`src/rtl/pc_fetch_unit.sv`:
```
// Instruction-fetch front end: program counter, IF/ID register, stall/redirect handling and EBREAK halt.
// Optional build macro FETCH_MISALIGN_CHK_EN rejects misaligned redirects and raises a sticky misalign_o.
module pc_fetch_unit #(
  parameter logic [31:0] RESET_PC  = 32'h0000_0000,
  parameter logic [31:0] NOP_INSTR = 32'h0000_0013
) (
  input  logic        clk,
  input  logic        rst,
  input  logic        stall_i,
  input  logic        redirect_valid_i,
  input  logic [31:0] redirect_pc_i,
  input  logic        resume_i,
  input  logic [31:0] instruction_i,
  output logic [31:0] pc_o,
  output logic        id_valid_o,
  output logic [31:0] id_pc_o,
  output logic [31:0] id_instr_o,
  output logic [31:0] id_pc_plus4_o,
  output logic        halted_o,
  output logic        misalign_o
);

  localparam logic [31:0] EBREAK = 32'h0010_0073;

  typedef enum logic [1:0] {BOOT, RUN, HALT} state_t;

  state_t      state;
  logic [31:0] pc_p0;
  logic [31:0] pc_plus4;
  logic [31:0] redirect_target;
  logic        redirect_ok;
  logic        redirect_bad;

  assign pc_plus4 = pc_p0 + 32'd4;
  assign pc_o     = pc_p0;

`ifdef FETCH_MISALIGN_CHK_EN
  assign redirect_ok     = redirect_valid_i && (redirect_pc_i[1:0] == 2'b00);
  assign redirect_bad    = redirect_valid_i && (redirect_pc_i[1:0] != 2'b00);
  assign redirect_target = redirect_pc_i;

  logic misalign_q;
  always_ff @(posedge clk or posedge rst) begin
    if (rst)
      misalign_q <= 1'b0;
    else if (state != BOOT && redirect_bad)
      misalign_q <= 1'b1;
  end
  assign misalign_o = misalign_q;
`else
  // Low address bits are simply dropped, so a misaligned target lands on its word.
  logic unused_low_bits;
  assign unused_low_bits = ^redirect_pc_i[1:0];
  assign redirect_ok     = redirect_valid_i;
  assign redirect_bad    = 1'b0;
  assign redirect_target = {redirect_pc_i[31:2], 2'b00};
  assign misalign_o      = 1'b0;
`endif

  always_ff @(posedge clk or posedge rst) begin
    if (rst) begin
      state         <= BOOT;
      pc_p0         <= RESET_PC;
      id_valid_o    <= 1'b0;
      id_pc_o       <= 32'd0;
      id_instr_o    <= NOP_INSTR;
      id_pc_plus4_o <= 32'd4;
      halted_o      <= 1'b0;
    end else begin
      case (state)
        BOOT: begin
          id_valid_o <= 1'b0;
          id_instr_o <= NOP_INSTR;
          state      <= RUN;
        end
        RUN: begin
          if (redirect_valid_i) begin
            // Flush wins over stall; a rejected target falls back to sequential flow.
            id_valid_o <= 1'b0;
            id_instr_o <= NOP_INSTR;
            if (redirect_ok)
              pc_p0 <= redirect_target;
            else if (!stall_i)
              pc_p0 <= pc_plus4;
          end else if (!stall_i) begin
            pc_p0         <= pc_plus4;
            id_valid_o    <= 1'b1;
            id_pc_o       <= pc_p0;
            id_instr_o    <= instruction_i;
            id_pc_plus4_o <= pc_plus4;
            if (instruction_i == EBREAK) begin
              state    <= HALT;
              halted_o <= 1'b1;
            end
          end
        end
        HALT: begin
          if (redirect_ok)
            pc_p0 <= redirect_target;
          if (redirect_valid_i || !stall_i) begin
            id_valid_o <= 1'b0;
            id_instr_o <= NOP_INSTR;
          end
          if (resume_i) begin
            state    <= RUN;
            halted_o <= 1'b0;
          end
        end
        default: begin
          state    <= BOOT;
          halted_o <= 1'b0;
        end
      endcase
    end
  end

endmodule
```
`config.mk`:
```
export PLATFORM = sky130hd
export DESIGN_NAME = pc_fetch_unit
export DESIGN_NICKNAME = d
export VERILOG_FILES = /design/src/rtl/pc_fetch_unit.sv
export SDC_FILE = /design/constraint.sdc
export NUM_CORES = 1
export LEC_CHECK = 0
export CELL_PAD_IN_SITES_DETAIL_PLACEMENT = 0
export CELL_PAD_IN_SITES_GLOBAL_PLACEMENT = 2
export CORE_UTILIZATION = 26
export DETAILED_ROUTE_END_ITERATION = 10
export PLACE_DENSITY_LB_ADDON = 0.1
export SETUP_SLACK_MARGIN = 0.15
export SLEW_MARGIN = 30
export SYNTH_ARGS = -nofsm -noshare
export SYNTH_HDL_FRONTEND = slang
export SYNTH_SLANG_ARGS = --single-unit
```
`constraint.sdc`:
```
create_clock -name clk -period 5.1 [get_ports clk]
set_clock_uncertainty 0.15 [all_clocks]
set_input_delay 1.02 -clock clk [delete_from_list [all_inputs] [get_ports clk]]
set_output_delay 1.02 -clock clk [all_outputs]
set_load 0.01 [all_outputs]
```
; ---- After elaboration in Yosys (flattened, before gate mapping)
; Index checks and enable logic that the tools add are counted.
[word_totals]
regBits = 132
input_bits = 69
output_inout_bits = 131
wordCells = 53
[classes]
n_addsub = 1
n_eq_ne = 10
mux = 22
bitwise_logic = 3
n_reduce_logical = 10
[op_table]
columns = op, n
row1 = $mux 32, 6
row2 = $pmux 32 s3, 1
row3 = $pmux 32 s2, 1
row4 = $add 32x3->32 const B, 1
row5 = $eq 32x21->1 const B, 1
row6 = $ne 2x2->1 const B, 6
row7 = $reduce_and 3->1, 3
row8 = $mux 2, 4
row9 = $mux 1, 7
row10 = $pmux 1 s3, 2
row11 = $pmux 2 s3, 1
row12 = $reduce_and 5->1, 1
row13 = $reduce_and 4->1, 1
row14 = $ne 3x3->1 const B, 1
row15 = $not 1->1, 3
row16 = $reduce_bool 3->1, 1
row17 = $eq 2x1->1 const B, 1
row18 = $eq 2x2->1 const B, 1
row19 = $logic_not 2->1, 1
row20 = $reduce_bool 2->1, 1
row21 = $logic_not 1->1, 1
row22 = $logic_or 1x1->1, 1

; ---- Logic depth before layout (Yosys ltp)
; Gate-level depths: netlist (run 1).
[depth]
ltp_word = 5
mapped_depth = 9
depth_no_buf = 6

; ---- Worst setup path before layout (run 1)
; No wires, ideal clock.
[synth_timing]
path_kind = input-to-reg
start = input port redirect_valid_i
end = register id_pc_plus4_o[6]
setup_time_ps = 118
t_arrival_ps = 2140
required_time_ps = 4832
path_slack_ps = 2691
stages = 8
path_buffers = 3
cell_sequence = nor3b_1 > buf_2 > nor2b_1 > buf_2 > buf_2 > o21ai_0 > a21oi_1 > nor2_1
[synth_between]
elab_chain_len = 2
[synth_rtl]
columns = element, line_no
row1 = "start, declared", 10  ; input logic redirect_valid_i,
row2 = $not 1->1 (no line), --
row3 = $reduce_and 3->1 (no line), --
row4 = "end signal, assigned", 90  ; id_pc_plus4_o <= pc_plus4;
row5 = "end, declared", 18  ; output logic [31:0] id_pc_plus4_o,
; Every way passes these cells.
; A chain may end at the register's enable or synchronous reset.

; ---- Final worst setup path (run 1)
[layout_timing]
start = input port redirect_valid_i
end = register id_pc_plus4_o[21]
; Same word-level chain as after synthesis.

==> results of run 1 <==
[worst paths after layout]
kind / startpoint / to / slack [ns] / cells past startpoint
worst min-delay path: id_instr_o[0] / id_instr_o[0] / 0.31 / 2
max in group asynchronous: rst / id_pc_plus4_o[2] / 2.91 / 3
worst max-delay path: redirect_valid_i / id_pc_plus4_o[21] / 1.82 / 8
worst min register to register: id_instr_o[0] / id_instr_o[0] / 0.31 / 2
min in group asynchronous: rst / id_instr_o[12] / 0.95 / 2
worst max register to register: pc_o[2] / pc_o[22] / 2.38 / 6
[routing by layer]
metal	vias to the layer above	GRT usage	share of wire
met5	-	0	0
li1	2532	-	-
met1	2530	0.230	0.47
met3	10	0.0442	0.051
met4	0	0.0414	0.0071
met2	133	0.270	0.47
[cell families after synthesis]
family                     after synthesis  synth area share
adders and majority gates                2           0.00386
xor gates and xnor gates                24            0.0360
DFF                                    126             0.541
other                                    1          0.000643
buffers and inverters                   58            0.0437
AOI/OAI and AO/OA                      154             0.167
and+or+nand+nor                        270             0.208
[final cells by class]
cell class                      instances  area share
Inverter                                7     0.00363
Clock buffer                           18      0.0498
Multi-Input combinational cell        457       0.288
Timing Repair Buffer                  200       0.232
Sequential cell                       126       0.366
Clock inverter                         14      0.0196
Tap cell                              280      0.0407
[critical path: cells and delay by family]
family,cells,cell delay [ns]
buffers and inverters,3,1.24
and+or+nand+nor,4,1.09
AOI/OAI and AO/OA,1,0.11
[Yosys cell counts]
cell | n | area (um^2)
nand2_1 | 184 | 691
dfrtp_1 | 122 | 3050
o21ai_0 | 53 | 265
a21oi_1 | 33 | 165
clkbuf_1 | 31 | 116
nor2_1 | 21 | 78.8
xor2_1 | 20 | 175
o22ai_1 | 18 | 113
nand3_1 | 14 | 70.1
a2bb2oi_1 | 12 | 105
a22o_1 | 11 | 96.3
nand4_1 | 11 | 68.8
buf_2 | 9 | 45.0
a21o_1 | 7 | 52.6
buf_4 | 7 | 52.6
inv_1 | 7 | 26.3
nor4_1 | 7 | 43.8
a221o_1 | 5 | 50.1
and3_1 | 5 | 31.3
nor3_1 | 5 | 25.0
o22a_1 | 5 | 43.8
buf_1 | 4 | 15.0
dfstp_2 | 4 | 105
nor2b_1 | 4 | 25.0
xnor2_1 | 4 | 35.0
a211o_1 | 3 | 26.3
and2_1 | 3 | 18.8
and4_1 | 3 | 26.3
or2_2 | 3 | 18.8
a31oi_1 | 2 | 12.5
nand2b_1 | 2 | 12.5
nor3b_1 | 2 | 15.0
nor4_4 | 2 | 42.5
o2bb2a_1 | 2 | 20.0
a21boi_0 | 1 | 7.51
a22oi_1 | 1 | 7.51
conb_1 | 1 | 3.75
ha_1 | 1 | 12.5
maj3_1 | 1 | 10.0
nand4_4 | 1 | 21.3
nand4b_1 | 1 | 8.76
nor4b_1 | 1 | 8.76
o31a_1 | 1 | 8.76
or3_1 | 1 | 6.26
[sequential cells by signal, indices dropped and copies added (netlist names)]
register,count
halted_o,1
state,2
pc_o,30
id_pc_plus4_o,30
id_pc_o,30
id_valid_o,1
id_instr_o,32
[power by group through the flow]
| stage | logic, mW | clock network [mW] | registers, mW |
|---|---|---|---|
| floorplan | 0.232 | 0 | 1.29 |
| detailed placement | 0.658 | 0 | 1.27 |
| global placement | 0.655 | 0 | 1.26 |
| global route | 0.713 | 1.33 | 1.27 |
| finish | 0.652 | 1.24 | 1.25 |
| CTS | 0.662 | 1.28 | 1.25 |
==> flow_summary.yaml, run 1 <==
synthesis:
  syn_area_per_cell_um2: 9.19
  synth.distinct_cells: 44
  syn_area_mm2: 0.00584
  ys_seq_area_frac: 0.541
  ys.warnings.count: 0
  synthCells: 635
  synth_seq_cells: 126
finish:
  layout_common_cells: "190 x clkdlybuf4s50_1, 184 x nand2_1, 122 x dfrtp_1"
  layout-drive-gt1-share: 0.0693
  fillers: 2198
  multiInputGateArea_mm2: 0.00248
  insertedDiodeCount: 0
  fin_nets: 879
  fin_cells: 1102
  finalInstanceArea_mm2: 0.00862
  utilization: 0.394
  mostFrequentLayoutCell: "clkdlybuf4s50_1"
  syn2layout_area_growth_pct: 47.7
  register_area_mm2: 0.00316
clocking:
  cts_max_path_buffers: 2
  cts_buffers: 17
  clock_latency_ns: 0.41
  cts_tree: "yes"
  post-cts-setup-buffers: 0
  clock_sinks: 126
  cts_resized: 0
  ctsRootBufferMaster: "clkbuf_16"
  htreeDepth: 4
  clkTransAtPathRegs_ns: 0.06
  ctsHoldBuffers: 0
flow_run:
  max_cap_viol_count: 0
power_and_ir_drop:
  seqPwrFrac: 0.397
  p_per_area_mw_per_mm2: 365
  netSwitchingFraction: 0.283
  combPwrFrac: 0.208
  power_frac_clock: 0.395
  peakVddDrop_v: 0.000211
  power.internal_mw: 2.26
  p_sw_mw: 0.889
  p_leak_nw: 3.69
  finalPower_mw: 3.14
setup_path:
  path_cells: "clkdlybuf4s50_1 -> nor3b_2 -> buf_4 -> nor2b_4 -> buf_4 -> nand2_1 -> nor2b_1 -> a211o_1"
  slowest_stage: "nor2b_4"
  start_kind: "primary input"
  end_kind: "register"
  crit_top_cell: "buf_4"
  critical_path_class: "primary input to register"
  worstPathRequired_ns: 5.30
  path_max_fanout: 25
  cp_data_arrival_time_ns: 3.47
  critical-path-max-stage-delay_ns: 0.61
sta:
  whs_ns: 0.313
  max_freq_ghz: 0.305
  rsz0062_at_grt: "no"
  worst_slew_pin_slew_ns: 0.835
  finalCritPeriodShare: 0.642
  slew_violations: 0
  hold_viol_final: 0
  worst_slack_ns: 1.82
  final-setup-viol-count: 0
  fin_crit_ns: 3.28
  slew-limit-headroom: 0.443
  tns_ns: 0
place:
  dp_hpwl_um: 13000
  post_dp_cell_area_mm2: 0.00799
  dp_cells: 1069
  preCtsSetupSlack_ns: 1.35
  place.gp.congestion: 0.726
  io_buffers: 190
global_routing:
  antenna_found_initial: 0
  grt_overflow: 0
  grt_max_degree: 95
  grt_pass1_vias: 5227
  grtUsageTotal: 0.170
  grt_pass1_wl_um: 30700
floorplan:
  initial_core_util: 0.267
  ioPinCount: 200
  core_region_area_mm2: 0.0219
  die_y_um: 152
  fp.dieW_um: 152
  die-area_mm2: 0.0230
  rows: 54
route:
  ant_nets: 0
  viasPerCell: 4.72
  wl_per_cell_um: 17.3
  num_vias: 5205
  drtIter0Drc: 271
  drc_errors: 0
  drt_first_pass_iters: 4
  wl_um: 19000
worst_hold_path:
  hp-class: "register to register"
run_status:
  outcome: "completed"
Note: power is estimated with default switching activity, not from simulation.
==> run 2: changes to the inputs <==
- CORE_UTILIZATION: 26 -> 24
- clock period: 5.1 -> 2.7 ns (I/O delays scaled with it)
==> run 2 against run 1 <==
  * Critical endpoint is now pc_o[19]
  * Die area increased by 8.2%
  * Total power increased by 95%
  * Critical path depth decreased by 7
  * Worst hold slack got worse by 0.0062 ns
==> flow_summary.yaml, run 2 (same netlist as run 1, synthesis figures left out) <==
run_status:
  outcome: "completed"
sta:
  slew_violations: 0
  whs_ns: 0.307
  slew-limit-headroom: 0.647
  fin_crit_ns: 2.32
  rsz0062_at_grt: "no"
  worst_slack_ns: 0.377
  finalCritPeriodShare: 0.860
  hold_viol_final: 0
  tns_ns: 0
  worst_slew_pin_slew_ns: 0.529
  max_freq_ghz: 0.431
  final-setup-viol-count: 0
setup_path:
  worstPathRequired_ns: 2.01
  critical_path_class: "register to primary output"
  r2r-start: "pc_o[12]"
  end_kind: "primary output"
  path_max_fanout: 9
  cp_data_arrival_time_ns: 1.63
  slowest_stage: "clkdlybuf4s50_1"
  reg2reg_to: "pc_o[21]"
  reg2reg_setup_slack_ns: 0.40
  critical-path-max-stage-delay_ns: 0.62
  critPathBufInv: 1
  reg2reg_depth: 5
  path_cells: "clkdlybuf4s50_1"
  crit_family: "buffers and inverters"
  start_kind: "register"
finish:
  layout-drive-gt1-share: 0.0904
  largest_reg_flops: 32
  fin_nets: 898
  finalInstanceArea_mm2: 0.00892
  syn2layout_area_growth_pct: 52.9
  utilization: 0.377
  insertedDiodeCount: 0
  layout_common_cells: "190 x clkdlybuf4s50_1, 184 x nand2_1, 122 x dfrtp_1"
  fin_cells: 1160
  mostFrequentLayoutCell: "clkdlybuf4s50_1"
  regMostFlops: "id_instr_o"
global_routing:
  grtUsageTotal: 0.161
  grt_overflow: 0
  grt_max_degree: 55
  antenna_found_initial: 0
  grt_pass1_vias: 5337
  grt_pass1_wl_um: 30300
worst_hold_path:
  hold_start: "id_instr_o[0]"
  hold_end: "id_instr_o[0]"
  min_path_cells: 2
  hp-class: "register to register"
route:
  drc_errors: 0
  viasPerCell: 4.55
  num_vias: 5276
  drt_first_pass_iters: 5
  wl_met2_um: 8990
  ant_nets: 0
  wl_um: 19600
  wl_per_cell_um: 16.9
  dr_wl_met3_um: 1020
  wl_met1_um: 9320
  drtIter0Drc: 256
  top_layer: "met4"
floorplan:
  ioPinCount: 200
  initial_core_util: 0.246
  rows: 56
  fp.dieW_um: 158
  die-area_mm2: 0.0249
  core_region_area_mm2: 0.0237
  die_y_um: 158
clocking:
  cts_buffers: 17
  clkTransAtPathRegs_ns: 0.06
  post-cts-setup-buffers: 0
  cts_max_path_buffers: 2
  clock_sinks: 126
  ctsHoldBuffers: 0
  htreeDepth: 4
  clock_latency_ns: 0.42
  ctsRootBufferMaster: "clkbuf_16"
  cts_tree: "yes"
  cts_resized: 0
place:
  dp_hpwl_um: 14000
  preCtsSetupSlack_ns: 0.0632
  io_buffers: 190
  dp_cells: 1128
  place.gp.congestion: 0.767
  post_dp_cell_area_mm2: 0.00829
power_and_ir_drop:
  p_per_area_mw_per_mm2: 687
  finalPower_mw: 6.13
  p_leak_nw: 3.83
  peakVddDrop_v: 0.000322
flow_run:
  max_cap_viol_count: 0
-- run 2: cell type report --
| class | instances | area, um^2 |
|---|---|---|
| clock inverter | 13 | 188 |
| tap | 319 | 399 |
| multi-input combinational | 457 | 2480 |
| timing repair buffer | 219 | 2220 |
| sequential | 126 | 3160 |
| clock buffer | 19 | 443 |
| inverter | 7 | 30.0 |
| fill | 2440 | 14800 |
-- run 2: worst max path at each step --
| stage | from | end | slack (ns) | cells past startpoint |
|---|---|---|---|---|
| floorplan | rst | halted_o | 0.46 | 1 |
| global placement | redirect_valid_i | pc_o[22] | 0.13 | 6 |
| detailed placement | redirect_valid_i | pc_o[20] | 0.06 | 6 |
| CTS | pc_o[12] | pc_o[21] | 0.35 | 5 |
| global route | pc_o[12] | pc_o[21] | 0.22 | 5 |
| finish | pc_o[19] | pc_o[19] | 0.38 | 1 |
-- run 2: per-layer routing --
layer / GRT usage / up-vias
li1: - / 2560
met1: 0.219 / 2553
met2: 0.254 / 142
met3: 0.0359 / 21
met4: 0.0472 / 0
met5: 0 / -
-- run 2: where the power goes --
group	leakage (nW)	switching, mW	total, mW	internal [mW]
Combinational	1.99	0.589	1.31	0.718
Clock	0.300	0.905	2.48	1.57
Sequential	1.53	0.209	2.34	2.13
-- run 2: worst register-to-register path: cells and delay by family (launching register included) --
family	cells	cell delay, ns
compound gates	2	0.51
flops	1	0.51
simple gates	3	1.02
==> run 3: changes to the inputs <==
- CORE_UTILIZATION: 24 -> 33
- DONT_BUFFER_PORTS: not set -> 1
==> run 3 against run 2 <==
  * Clock-buffer cell count grew 5
  * Via count decreased by 14%
  * Final area is 24% lower
  * Largest power group is now sequential cells
  * Critical endpoint is now id_pc_plus4_o[30]
  * Largest cell class unchanged
  * Combinational power decreased by 56%
  * Highest routed layer unchanged
  * Sequential power grew 6%
  * Fmax increased by 0.69%
  * Global-route usage increased by 3.3 points
  * Die area down 27%
  * Routed wire length shrank 14%
  * Worst hold slack worse by 0.20 ns
  * Final cell count shrank 25%
==> flow_summary.yaml, run 3 (same netlist as run 1, synthesis figures left out) <==
clocking:
  cts_max_path_buffers: 2
  cts_tree: "yes"
  clkTransAtPathRegs_ns: 0.05
  clock_latency_ns: 0.42
  ctsRootBufferMaster: "clkbuf_16"
  cts_buffers: 17
  post-cts-setup-buffers: 0
  clock_sinks: 126
  htreeDepth: 4
route:
  wl_per_cell_um: 19.3
  ant_nets: 0
  wl_um: 16900
  viasPerCell: 5.23
  drtIter0Drc: 284
  drt_first_pass_iters: 5
  num_vias: 4557
  drc_errors: 0
global_routing:
  grt_overflow: 0
  antenna_found_initial: 0
  grt_pass1_vias: 4576
  grt_max_degree: 69
  grt_pass1_wl_um: 26600
  grtUsageTotal: 0.194
power_and_ir_drop:
  p_per_area_mw_per_mm2: 786
  p_leak_nw: 3.05
  peakVddDrop_v: 0.000418
floorplan:
  die-area_mm2: 0.0182
  core_region_area_mm2: 0.0173
  die_y_um: 135
  fp.dieW_um: 135
  initial_core_util: 0.337
  ioPinCount: 200
  rows: 48
setup_path:
  crit_family: "simple AND/OR/NAND/NOR gates"
  path_cells: "nand4_4 -> nor4_4 -> buf_4 -> nand4_1 -> xor2_1 -> o21ai_0"
  end_kind: "register"
  critPathBufInv: 1
  critical-path-max-stage-delay_ns: 0.56
  path_max_fanout: 7
  slowest_stage: "dfrtp_1"
  start_kind: "register"
  cp_data_arrival_time_ns: 2.49
  worst-path-stages: 6
  critical_path_class: "register to register"
  worstPathRequired_ns: 2.88
  reg2reg_depth: 6
worst_hold_path:
  hp-class: "primary input to register"
  min_path_cells: 2
finish:
  regMostFlops: "id_instr_o"
  insertedDiodeCount: 0
  mostFrequentLayoutCell: "nand2_1"
  syn2layout_area_growth_pct: 15.9
  layout_common_cells: "184 x nand2_1, 122 x dfrtp_1, 53 x o21ai_0"
  layout-drive-gt1-share: 0.107
  utilization: 0.391
  fin_nets: 705
  largest_reg_flops: 32
sta:
  max_freq_ghz: 0.434
  slew_violations: 0
  worst_slack_ns: 0.393
  fin_crit_ns: 2.31
  finalCritPeriodShare: 0.854
  worst_slew_pin_slew_ns: 0.546
  hold_viol_final: 0
  slew-limit-headroom: 0.634
  tns_ns: 0
  rsz0062_at_grt: "no"
  final-setup-viol-count: 0
  whs_ns: 0.105
run_status:
  outcome: "completed"
place:
  place.gp.congestion: 0.733
  preCtsSetupSlack_ns: 0.362
  dp_hpwl_um: 11800
  io_buffers: 0
flow_run:
  max_cap_viol_count: 0
[run 3: cell types whose count changed in the layout (fill, tap and decap cells not counted)]
cell | before | now
clkdlybuf4s50_1 | 190 | 0
buf_12 | 8 | 3
clkbuf_8 | 1 | 4
clkinv_2 | 2 | 5
clkinvlp_4 | 4 | 1
bufinv_16 | 4 | 2
clkbuf_1 | 1 | 3
clkinv_4 | 2 | 0
inv_6 | 2 | 0
buf_4 | 21 | 22
dlygate4sd3_1 | 0 | 1
[run 3: worst paths after layout]
path | slack [ns] | start | end
min reg2reg | 0.34 | id_instr_o[0] | id_instr_o[0]
max reg2reg | 0.39 | pc_o[11] | id_pc_plus4_o[30]
min in group asynchronous | 0.58 | rst | id_instr_o[3]
max in group asynchronous | 1.49 | rst | id_pc_plus4_o[17]
max | 0.39 | pc_o[11] | id_pc_plus4_o[30]
min | 0.10 | instruction_i[18] | id_instr_o[18]
[run 3: repair_timing]
action / 4_1_cts / 5_1_grt
hold buffers: 1 / 0
gates resized for setup: 0 / 0
endpoints found under the hold margin: 83 / 0
[run 3: metal layers]
metal,vias up,track usage,wire length [um]
met2,151,0.299,7780
li1,2185,-,-
met5,-,0,0
met3,14,0.0649,1360
met1,2207,0.254,7520
met4,0,0.0674,211
[run 3: stage by stage]
step / power (mW) / std cells / area [um^2]
2_1_floorplan: 2.88 / 641 / 5860
3_3_place_gp: 3.09 / 840 / 6180
3_5_place_dp: 3.11 / 840 / 6180
4_1_cts: 5.40 / 872 / 6760
5_1_grt: 5.59 / 872 / 6760
6_report: 5.32 / 872 / 6760
[run 3: power by group]
| part | internal [mW] | switching, mW | leakage, nW |
|---|---|---|---|
| clock | 1.44 | 0.812 | 0.290 |
| combinational | 0.233 | 0.343 | 1.23 |
| sequential | 2.13 | 0.352 | 1.53 |
| total | 3.81 | 1.51 | 3.05 |
[run 3: cell type report]
class / instances / area, um^2
fill: 1766 / 10500
sequential: 126 / 3160
multi-input combinational: 457 / 2480
clock buffer: 24 / 492
tap: 225 / 282
timing repair buffer: 26 / 235
clock inverter: 7 / 85.1
inverter: 7 / 30.0
